### config.mk
export PLATFORM = sky130hd
export DESIGN_NAME = fc_mac_seq_flat
export DESIGN_NICKNAME = d
export VERILOG_FILES = /design/src/rtl/fc_mac_seq_if.sv /design/src/rtl/fc_mac_seq.sv /design/src/flat_wrapper.sv
export SDC_FILE = /design/constraint.sdc
export NUM_CORES = 2
export LEC_CHECK = 0
export ABC_CLOCK_PERIOD_IN_PS = 20100
export BUFFER_PORTS_ARGS = -buffer_cell sky130_fd_sc_hd__clkbuf_2
export CORE_MARGIN = 2
export CORE_UTILIZATION = 50
export DETAILED_ROUTE_END_ITERATION = 12
export GPL_ROUTABILITY_DRIVEN = 0
export PLACE_DENSITY = 0.69
export RECOVER_POWER = 50
export SYNTH_ARGS = -nofsm -noshare
export SYNTH_HDL_FRONTEND = slang
export SYNTH_SLANG_ARGS = --single-unit
### constraint.sdc
create_clock -name clk -period 20.1 [get_ports clk]
set_input_delay 4.02 -clock clk [delete_from_list [all_inputs] [get_ports clk]]
set_output_delay 4.02 -clock clk [all_outputs]
set_load 0.01 [all_outputs]
### src/rtl/fc_mac_seq_if.sv
// Stream bundle for the sequential FC neuron: input beats, bias, flush, result port and status.
// The slave modport is the neuron's view; the master modport is the producer/consumer side.
interface fc_mac_seq_if #(
  parameter int BIT_WIDTH = 32,
  parameter int OUT_WIDTH = 64,
  parameter int N_IN      = 84,
  parameter int CNT_W     = $clog2(N_IN)
);
  logic                        flush;
  logic                        in_valid;
  logic                        in_ready;
  logic signed [OUT_WIDTH-1:0] in_data;
  logic signed [BIT_WIDTH-1:0] in_weight;
  logic                        in_last;
  logic signed [BIT_WIDTH-1:0] bias;
  logic                        out_valid;
  logic                        out_ready;
  logic signed [OUT_WIDTH-1:0] out;
  logic [CNT_W-1:0]            beat_count;
  logic                        err_last;

  modport slave (
    input  flush, in_valid, in_data, in_weight, in_last, bias, out_ready,
    output in_ready, out_valid, out, beat_count, err_last
  );

  modport master (
    output flush, in_valid, in_data, in_weight, in_last, bias, out_ready,
    input  in_ready, out_valid, out, beat_count, err_last
  );
endinterface

### src/rtl/fc_mac_seq.sv
// Time-multiplexed fully-connected neuron: one (activation, weight) beat per clock,
// bias folded in on beat 0, optional ReLU, result held on a valid/ready port.
module fc_mac_seq #(
  parameter  int BIT_WIDTH = 32,
  parameter  int OUT_WIDTH = 64,
  parameter  int N_IN      = 84,
  parameter  int RELU      = 0,
  localparam int CNT_W     = $clog2(N_IN)
) (
  input logic         clk,
  input logic         rst,
  fc_mac_seq_if.slave bus
);

  localparam logic [0:0] ST_ACC  = 1'b0;
  localparam logic [0:0] ST_HOLD = 1'b1;
  localparam logic [CNT_W-1:0] LAST_BEAT = CNT_W'(N_IN - 1);

  logic [0:0]                  state;
  logic signed [OUT_WIDTH-1:0] acc;
  logic signed [OUT_WIDTH-1:0] out_q;
  logic [CNT_W-1:0]            beat_count;
  logic                        out_valid;
  logic                        err_last;

  logic signed [OUT_WIDTH-1:0] weight_ext;
  logic signed [OUT_WIDTH-1:0] bias_ext;
  logic signed [OUT_WIDTH-1:0] product;
  logic signed [OUT_WIDTH-1:0] sum;
  logic signed [OUT_WIDTH-1:0] result;
  logic                        accept;
  logic                        final_beat;

  // All arithmetic is kept at OUT_WIDTH so products and adds wrap exactly like the
  // combinational neuron this block replaces.
  assign weight_ext = OUT_WIDTH'(bus.in_weight);
  assign bias_ext   = OUT_WIDTH'(bus.bias);
  assign product    = bus.in_data * weight_ext;
  assign final_beat = (beat_count == LAST_BEAT);
  assign sum        = ((beat_count == '0) ? bias_ext : acc) + product;
  assign result     = ((RELU != 0) && sum[OUT_WIDTH-1]) ? '0 : sum;
  assign accept     = bus.in_valid && (state == ST_ACC);

  assign bus.in_ready   = (state == ST_ACC);
  assign bus.out_valid  = out_valid;
  assign bus.out        = out_q;
  assign bus.beat_count = beat_count;
  assign bus.err_last   = err_last;

  // Framing errors are only flagged; the vector length is always N_IN beats.
  always_ff @(posedge clk or posedge rst) begin
    if (rst) begin
      state      <= ST_ACC;
      acc        <= '0;
      out_q      <= '0;
      beat_count <= '0;
      out_valid  <= 1'b0;
      err_last   <= 1'b0;
    end else if (bus.flush) begin
      state      <= ST_ACC;
      acc        <= '0;
      beat_count <= '0;
      out_valid  <= 1'b0;
    end else begin
      case (state)
        ST_ACC: begin
          if (accept) begin
            if (bus.in_last != final_beat) begin
              err_last <= 1'b1;
            end
            if (final_beat) begin
              out_q      <= result;
              out_valid  <= 1'b1;
              acc        <= '0;
              beat_count <= '0;
              state      <= ST_HOLD;
            end else begin
              acc        <= sum;
              beat_count <= beat_count + CNT_W'(1);
            end
          end
        end
        ST_HOLD: begin
          if (bus.out_ready) begin
            state     <= ST_ACC;
            out_valid <= 1'b0;
          end
        end
        default: begin
          state <= ST_ACC;
        end
      endcase
    end
  end

endmodule
### src/flat_wrapper.sv
// flat-port wrapper written by rule: the top's interface ports become plain ports
module fc_mac_seq_flat 
#(
  parameter  int BIT_WIDTH = 32,
  parameter  int OUT_WIDTH = 64,
  parameter  int N_IN      = 84,
  parameter  int RELU      = 0,
  localparam int CNT_W     = $clog2(N_IN)
)
  (clk, rst, bus_flush, bus_in_valid, bus_in_data, bus_in_weight, bus_in_last, bus_bias, bus_out_ready, bus_in_ready, bus_out_valid, bus_out, bus_beat_count, bus_err_last);
  fc_mac_seq_if #(.BIT_WIDTH(BIT_WIDTH), .OUT_WIDTH(OUT_WIDTH), .N_IN(N_IN)) bus_i ();
  input logic clk;
  input logic rst;
  input wire logic [$bits(bus_i.flush)-1:0] bus_flush;
  input wire logic [$bits(bus_i.in_valid)-1:0] bus_in_valid;
  input wire logic [$bits(bus_i.in_data)-1:0] bus_in_data;
  input wire logic [$bits(bus_i.in_weight)-1:0] bus_in_weight;
  input wire logic [$bits(bus_i.in_last)-1:0] bus_in_last;
  input wire logic [$bits(bus_i.bias)-1:0] bus_bias;
  input wire logic [$bits(bus_i.out_ready)-1:0] bus_out_ready;
  output wire logic [$bits(bus_i.in_ready)-1:0] bus_in_ready;
  output wire logic [$bits(bus_i.out_valid)-1:0] bus_out_valid;
  output wire logic [$bits(bus_i.out)-1:0] bus_out;
  output wire logic [$bits(bus_i.beat_count)-1:0] bus_beat_count;
  output wire logic [$bits(bus_i.err_last)-1:0] bus_err_last;
  assign bus_i.flush = bus_flush;
  assign bus_i.in_valid = bus_in_valid;
  assign bus_i.in_data = bus_in_data;
  assign bus_i.in_weight = bus_in_weight;
  assign bus_i.in_last = bus_in_last;
  assign bus_i.bias = bus_bias;
  assign bus_i.out_ready = bus_out_ready;
  assign bus_in_ready = bus_i.in_ready;
  assign bus_out_valid = bus_i.out_valid;
  assign bus_out = bus_i.out;
  assign bus_beat_count = bus_i.beat_count;
  assign bus_err_last = bus_i.err_last;
  fc_mac_seq #(.BIT_WIDTH(BIT_WIDTH), .OUT_WIDTH(OUT_WIDTH), .N_IN(N_IN), .RELU(RELU)) u_core (.clk(clk), .rst(rst), .bus(bus_i));
endmodule
# After elaboration in Yosys (flattened, before gate mapping)
# Cells that the tools add are included.
word_totals:
  ff_bits: 138
  latchBits: 0
  ramBits: 0
  rom_bits: 0
  in_bits: 134
  out_inout_bits: 74
  elab_cells: 43
  n_memories: 0
op_classes:
  addsub: 2
  n_mul: 1
  n_div: 0
  n_lt_le_gt_ge: 0
  eq_ne: 6
  shifts: 0
  muxes: 19
  n_bitwise: 2
  n_reduce_logical: 7
ops:
  columns: ["operator", "n"]
  rows:
  - ["64-bit two-way mux", 5]
  - ["64-bit adder", 1]
  - ["64-bit by 32-bit multiplier with 64-bit output", 1]
  - ["7-bit two-way mux", 4]
  - ["1-bit two-way mux", 8]
  - ["4-bit AND reduction", 2]
  - ["7-bit by 1-bit adder with 7-bit output (second input constant)", 1]
  - ["7-bit equality test (second input constant)", 1]
  - ["7-bit logical NOT", 1]
  - ["3-bit by 2-bit != test with 1-bit output (second input constant)", 2]
  - ["1-bit case mux with 2 select lines", 2]
  - ["3-bit != test (second input constant)", 1]
  - ["3-bit AND reduction", 1]
  - ["2-bit != test (second input constant)", 1]
  - ["1-bit inverter", 2]
  - ["2-bit AND reduction", 1]
  - ["2-bit nonzero test", 1]
  - ["1-bit logical AND", 1]
  - ["1-bit != test", 1]

# Longest topological paths before layout
logic_depth:
  depth_word: 7
  mapped_depth: 32
  ltp_nobuf: 29

# Worst setup path before layout
# OpenSTA, ideal clock, no wires.
synth_timing:
  path_type: "in2reg"
  start: "input port bus_bias[31]"
  end: "register u_core.out_q[62] (netlist: u_core.bus.out[62])"
  setup_ns: 0.125
  t_arrival_ns: 11.107
  t_required_ns: 19.975
  setup_slack_ns: 8.868
  path_stages: 28
  path_buffers: 2
  cell_sequence: "and3_1 -> clkbuf_1 -> clkbuf_1 -> a21oi_1 -> fa_1 -> fa_1 -> inv_1 -> fa_1 -> inv_1 -> fa_1 -> inv_1 -> fa_1 -> fa_1 -> fa_1 -> inv_1 -> fa_1 -> inv_1 -> ha_1 -> a21o_1 -> a21oi_1 -> o21ai_1 -> a41oi_1 -> o21ai_0 -> a311o_1 -> a41oi_2 -> o211ai_1 -> xor2_1 -> mux2_2"
synth_between:
  elab_chain_len: 2
synth_rtl:
  columns: ["element", "line", "text"]
  rows:
  - ["start, declared", "flat_wrapper.sv:19", "input wire logic [$bits(bus_i.bias)-1:0] bus_bias;"]
  - ["64-bit two-way mux", "fc_mac_seq.sv:40", "assign sum = ((beat_count == '0) ? bias_ext : acc) + product;"]
  - ["64-bit adder", "fc_mac_seq.sv:40", null]
  - ["end signal, assigned", "fc_mac_seq.sv:72", "out_q <= result;"]
  - ["end, declared", "fc_mac_seq.sv:21", "logic signed [OUT_WIDTH-1:0] out_q;"]
# Every way passes these cells.
# A chain may end at the register's enable or synchronous reset.

# Worst setup path in the final report
layout_timing:
  start: "input port bus_in_weight[0]"
  end: "register u_core.out_q[62] (netlist: u_core.bus.out[62])"
layout_between:
  elab_chain_len: 2
layout_rtl:
  columns: ["element", "line", "text"]
  rows:
  - ["start, declared", "flat_wrapper.sv:17", "input wire logic [$bits(bus_i.in_weight)-1:0] bus_in_weight;"]
  - ["64-bit by 32-bit multiplier with 64-bit output", "fc_mac_seq.sv:38", "assign product = bus.in_data * weight_ext;"]
  - ["64-bit adder", "fc_mac_seq.sv:40", null]
# Every way passes these cells.

==> impl_results.html <==
<table>
<tr><th>Metric</th><th>Value</th></tr>
<tr><th colspan="2">Clock tree</th></tr>
<tr><td>Clock tree from TritonCTS</td><td>built</td></tr>
<tr><td>Number of buffers added by the clock tree synthesis step</td><td>17</td></tr>
<tr><td>Clock slew at the register clock pins of the worst setup and hold paths</td><td>0.06 ns</td></tr>
<tr><td>TritonCTS Sinks</td><td>138</td></tr>
<tr><td>Number of post-CTS setup repair buffers</td><td>0</td></tr>
<tr><td>Count of H-tree levels built during CTS</td><td>4</td></tr>
<tr><td>Cell at the root of the clock tree</td><td>clkbuf_16</td></tr>
<tr><td>Hold Buf Count CTS</td><td>0</td></tr>
<tr><td>Bufs on Longest Clock Path</td><td>2</td></tr>
<tr><td>Clock latency reported for the late side of the worst-skew pair</td><td>0.46 ns</td></tr>
<tr><td>Gates resized, CTS repair</td><td>0</td></tr>
<tr><th colspan="2">Worst hold path</th></tr>
<tr><td>Cell count of the worst hold path</td><td>1</td></tr>
<tr><td>Worst min-delay path endpoint</td><td>u_core.bus.err_last</td></tr>
<tr><td>Class of the tightest hold or removal check</td><td>flop to flop</td></tr>
<tr><td>Start point of the worst min-delay path</td><td>u_core.bus.err_last</td></tr>
<tr><th colspan="2">Timing</th></tr>
<tr><td>Final setup violation count</td><td>0</td></tr>
<tr><td>Maximum operating frequency</td><td>0.0841 GHz</td></tr>
<tr><td>Max Clock Skew</td><td>about 0.011 ns</td></tr>
<tr><td>Count of final hold-check violations</td><td>0</td></tr>
<tr><td>Total negative slack</td><td>0 ns</td></tr>
<tr><td>Headroom to the max-slew limit</td><td>-144%</td></tr>
<tr><td>Setup repair after global routing missed its margin</td><td>no</td></tr>
<tr><td>Total count of max-transition violations in the final report</td><td>291</td></tr>
<tr><td>Shortest period the worst path allows</td><td>11.90 ns</td></tr>
<tr><td>Fin crit share</td><td>about three fifths</td></tr>
<tr><td>Slew @ Worst Pin</td><td>3.66 ns</td></tr>
<tr><td>Hold Slack</td><td>0.464 ns</td></tr>
<tr><th colspan="2">Critical path</th></tr>
<tr><td>Max Fanout on Critical Path</td><td>35</td></tr>
<tr><td>Critical path data required time</td><td>20.43 ns</td></tr>
<tr><td>Cell seen most often among critical-path stages</td><td>fa_1</td></tr>
<tr><td>Critical path startpoint category</td><td>primary input</td></tr>
<tr><td>Critical path data arrival time</td><td>around 12 ns</td></tr>
<tr><td>Kind of critical path</td><td>primary input to flop</td></tr>
<tr><td>Reg-to-reg startpoint</td><td>u_core.bus.beat_count[0]</td></tr>
<tr><td>Critical path endpoint category</td><td>flop</td></tr>
<tr><td>Biggest cell delay along the critical path</td><td>0.60 ns</td></tr>
<tr><td>Number of cells on the worst reg-to-reg path</td><td>31</td></tr>
<tr><td>Slowest cell on crit path</td><td>clkbuf_2</td></tr>
<tr><td>R2R Setup Slk</td><td>10.58 ns</td></tr>
<tr><td>Category of cells accounting for the largest share of critical-path delay</td><td>adder cells</td></tr>
<tr><td>Number of buffers and inverters on the critical path</td><td>7</td></tr>
<tr><td>FF-to-FF End</td><td>u_core.bus.out[57]</td></tr>
<tr><th colspan="2">GRT</th></tr>
<tr><td>Largest net degree at the start of global routing</td><td>just under 80</td></tr>
<tr><td>Wire length of the first global-routing pass</td><td>238 mm</td></tr>
<tr><td>Overall routing resource usage</td><td>28.4%</td></tr>
<tr><td>Vias in the first global route</td><td>roughly 43,000</td></tr>
<tr><td>Final global-route overflow total</td><td>0</td></tr>
<tr><td>Number of antenna violations at the first check in global routing</td><td>3</td></tr>
<tr><th colspan="2">Cells and area</th></tr>
<tr><td>Fraction of final layout cells with drive strength greater than 1</td><td>5.41%</td></tr>
<tr><td>Storage element area</td><td>3450 sq um</td></tr>
<tr><td>Number of fill cells in the layout</td><td>9,660</td></tr>
<tr><td>Net count of the finished layout</td><td>7,459</td></tr>
<tr><td>Area used by multi-input combinational logic</td><td>43,500 sq um</td></tr>
<tr><td>Area Overhead vs Synth</td><td>4.16%</td></tr>
<tr><th colspan="2">Yosys</th></tr>
<tr><td>Mean instance size in the synthesized netlist</td><td>9.25 sq um</td></tr>
<tr><td>Cell type contributing the most total cell area after synthesis</td><td>fa_1</td></tr>
<tr><td>Area of the mapped netlist</td><td>approximately 53,000 sq um</td></tr>
<tr><td>Number of warning messages in the yosys log</td><td>0</td></tr>
<tr><td>Top_reg_cell synth</td><td>dfrtp_1</td></tr>
<tr><td>Post-synthesis register bit count</td><td>138</td></tr>
<tr><td>Sequential element share of the synthesized area</td><td>roughly 6.5%</td></tr>
<tr><td>Share of synthesized flip-flops with an asynchronous set or reset</td><td>100%</td></tr>
<tr><td>Distinct cells, synth</td><td>slightly below 70</td></tr>
<tr><td>Syn nets</td><td>7,554</td></tr>
<tr><td>Area fraction of the dominant cell type after synthesis</td><td>53.6%</td></tr>
<tr><td>Top area cells in the synthesized netlist</td><td>fa_1 (54%), inv_1 (9.5%), nand2_1 (8.0%), dfrtp_1 (6.5%), and2_1 (5.4%)</td></tr>
<tr><td>Synthesized netlist cell count</td><td>5,773</td></tr>
<tr><td>Number of enable-type register cells in the synthesized netlist</td><td>0</td></tr>
<tr><th colspan="2">Die</th></tr>
<tr><td>Top-level port count</td><td>208</td></tr>
<tr><td>Die W</td><td>about 330 um</td></tr>
<tr><td>Full die area</td><td>109,000 sq um</td></tr>
<tr><td>Starting Density</td><td>50.6%</td></tr>
<tr><td>Standard-cell rows</td><td>119</td></tr>
<tr><td>Die outline height</td><td>331 um</td></tr>
<tr><td>Core box area</td><td>106,000 sq um</td></tr>
<tr><th colspan="2">Routing</th></tr>
<tr><td>Pre-Repair DR Iteration Count</td><td>5</td></tr>
<tr><td>Average wire per standard cell</td><td>20.7 um</td></tr>
<tr><td>Final Routed Wirelength</td><td>147 mm</td></tr>
<tr><td>Number of vias per cell</td><td>5.51</td></tr>
<tr><td>Antenna viol nets, final</td><td>0</td></tr>
<tr><td>Remaining routing DRC violations</td><td>0</td></tr>
<tr><td>Number of DRC markers in iteration 0</td><td>between 2,000 and 3,000</td></tr>
<tr><td>DR vias</td><td>approximately 40,000</td></tr>
<tr><th colspan="2">Run status</th></tr>
<tr><td>Outcome</td><td>finished, violations left</td></tr>
<tr><td>Failing checks</td><td>max-capacitance violations, max-slew violations</td></tr>
<tr><th colspan="2">Placement</th></tr>
<tr><td>Number of port buffers</td><td>207</td></tr>
<tr><td>Half-perimeter wire length after detailed placement</td><td>118 mm</td></tr>
<tr><th colspan="2">Flow run</th></tr>
<tr><td>Max-capacitance violation count</td><td>4</td></tr>
</table>
-- flip-flops by register name, indices dropped and copies added (netlist names) --
| name | cells |
|---|---|
| u_core.bus.out | 64 |
| u_core.bus.beat_count | 7 |
| u_core.bus.out_valid | 1 |
| u_core.state | 1 |
| u_core.acc | 64 |
| u_core.bus.err_last | 1 |
-- metal layers --
metal / wire, um / track usage, % / up-vias / part of all wire, %
li1: - / - / 16318 / -
met1: 55800 / 36.7 / 20624 / 38
met2: 73300 / 48.3 / 1719 / 50
met3: 11200 / 4.44 / 358 / 7.6
met4: 6290 / 10.6 / 4 / 4.3
met5: 23 / 0 / - / 0.016
-- cell usage in the layout, fill, tap and decap left out, types with 11 or more instances in the layout --
| cell type | instances |
|---|---|
| o21ai_0 | 54 |
| and2_1 | 459 |
| fa_1 | 1431 |
| xnor2_1 | 87 |
| a21o_1 | 36 |
| mux2_2 | 64 |
| dfrtp_1 | 138 |
| nand3_1 | 13 |
| ha_1 | 216 |
| clkbuf_2 | 131 |
| buf_4 | 47 |
| nand4_1 | 20 |
| o21bai_1 | 14 |
| a21oi_1 | 89 |
| clkbuf_1 | 78 |
| nand2_1 | 1139 |
| a22o_1 | 48 |
| nand2b_1 | 12 |
| clkbuf_16 | 17 |
| a31oi_1 | 11 |
| o21ai_1 | 13 |
| mux2i_1 | 22 |
| nor2_1 | 58 |
| inv_1 | 1345 |
| xor2_1 | 32 |
-- worst max-delay path by stage --
stage                              end  depth (start not counted)        startpoint  slack (ns)
floorplan           u_core.bus.out[62]                         28      bus_bias[31]        8.87
global placement    u_core.bus.out[62]                         27  bus_in_weight[1]        7.91
detailed placement  u_core.bus.out[62]                         27  bus_in_weight[0]        7.82
CTS                 u_core.bus.out[62]                         27  bus_in_weight[0]        8.29
global route        u_core.bus.out[62]                         27  bus_in_weight[0]        7.82
finish              u_core.bus.out[62]                         27  bus_in_weight[0]        8.20
-- cell usage after synthesis, types with 32 or more instances --
library cell / instances
nand2_1: 1140
xnor2_1: 87
ha_1: 216
fa_1: 1431
clkbuf_1: 354
inv_1: 1346
mux2_2: 64
nor2_1: 58
a22o_1: 48
a21o_1: 36
o21ai_0: 54
xor2_1: 32
and2_1: 459
a21oi_1: 90
dfrtp_1: 138
-- cells by family after synthesis --
kind of cell,count (synthesis),synth area share (%)
XOR/XNOR,119,1.95
buffers and inverters,1717,12.1
multiplexers,86,1.76
AND/OR/NAND/NOR,1739,14.8
flip-flops,138,6.46
AO/OA/AOI/OAI,327,4.28
adder cells (fa/ha/maj),1647,58.7
-- stage by stage --
step	setup slack [ns]	instances	cell area, sq um	util [%]
after global placement	7.91	7050	55200	52.3
after floorplan	8.87	5773	53400	-
final	8.20	7082	55600	52.7
after global routing	7.82	7081	55600	52.7
after detailed placement	7.82	7050	55200	52.3
after CTS	8.29	7081	55800	52.8
-- layout make-up --
class                   instances  area share (%)
multi-input cells            3918            78.2
inverters                    1347            9.09
flip-flops and latches        138            6.21
well taps                    1391            3.13
repair buffers                256            2.34
clock buffers                  18           0.789
clock inverters                13           0.232
diodes                          1         0.00450
Power is left out: the tool's default activity adds up to more than one toggle a clock period on the data nets, which glitch-free logic cannot reach.
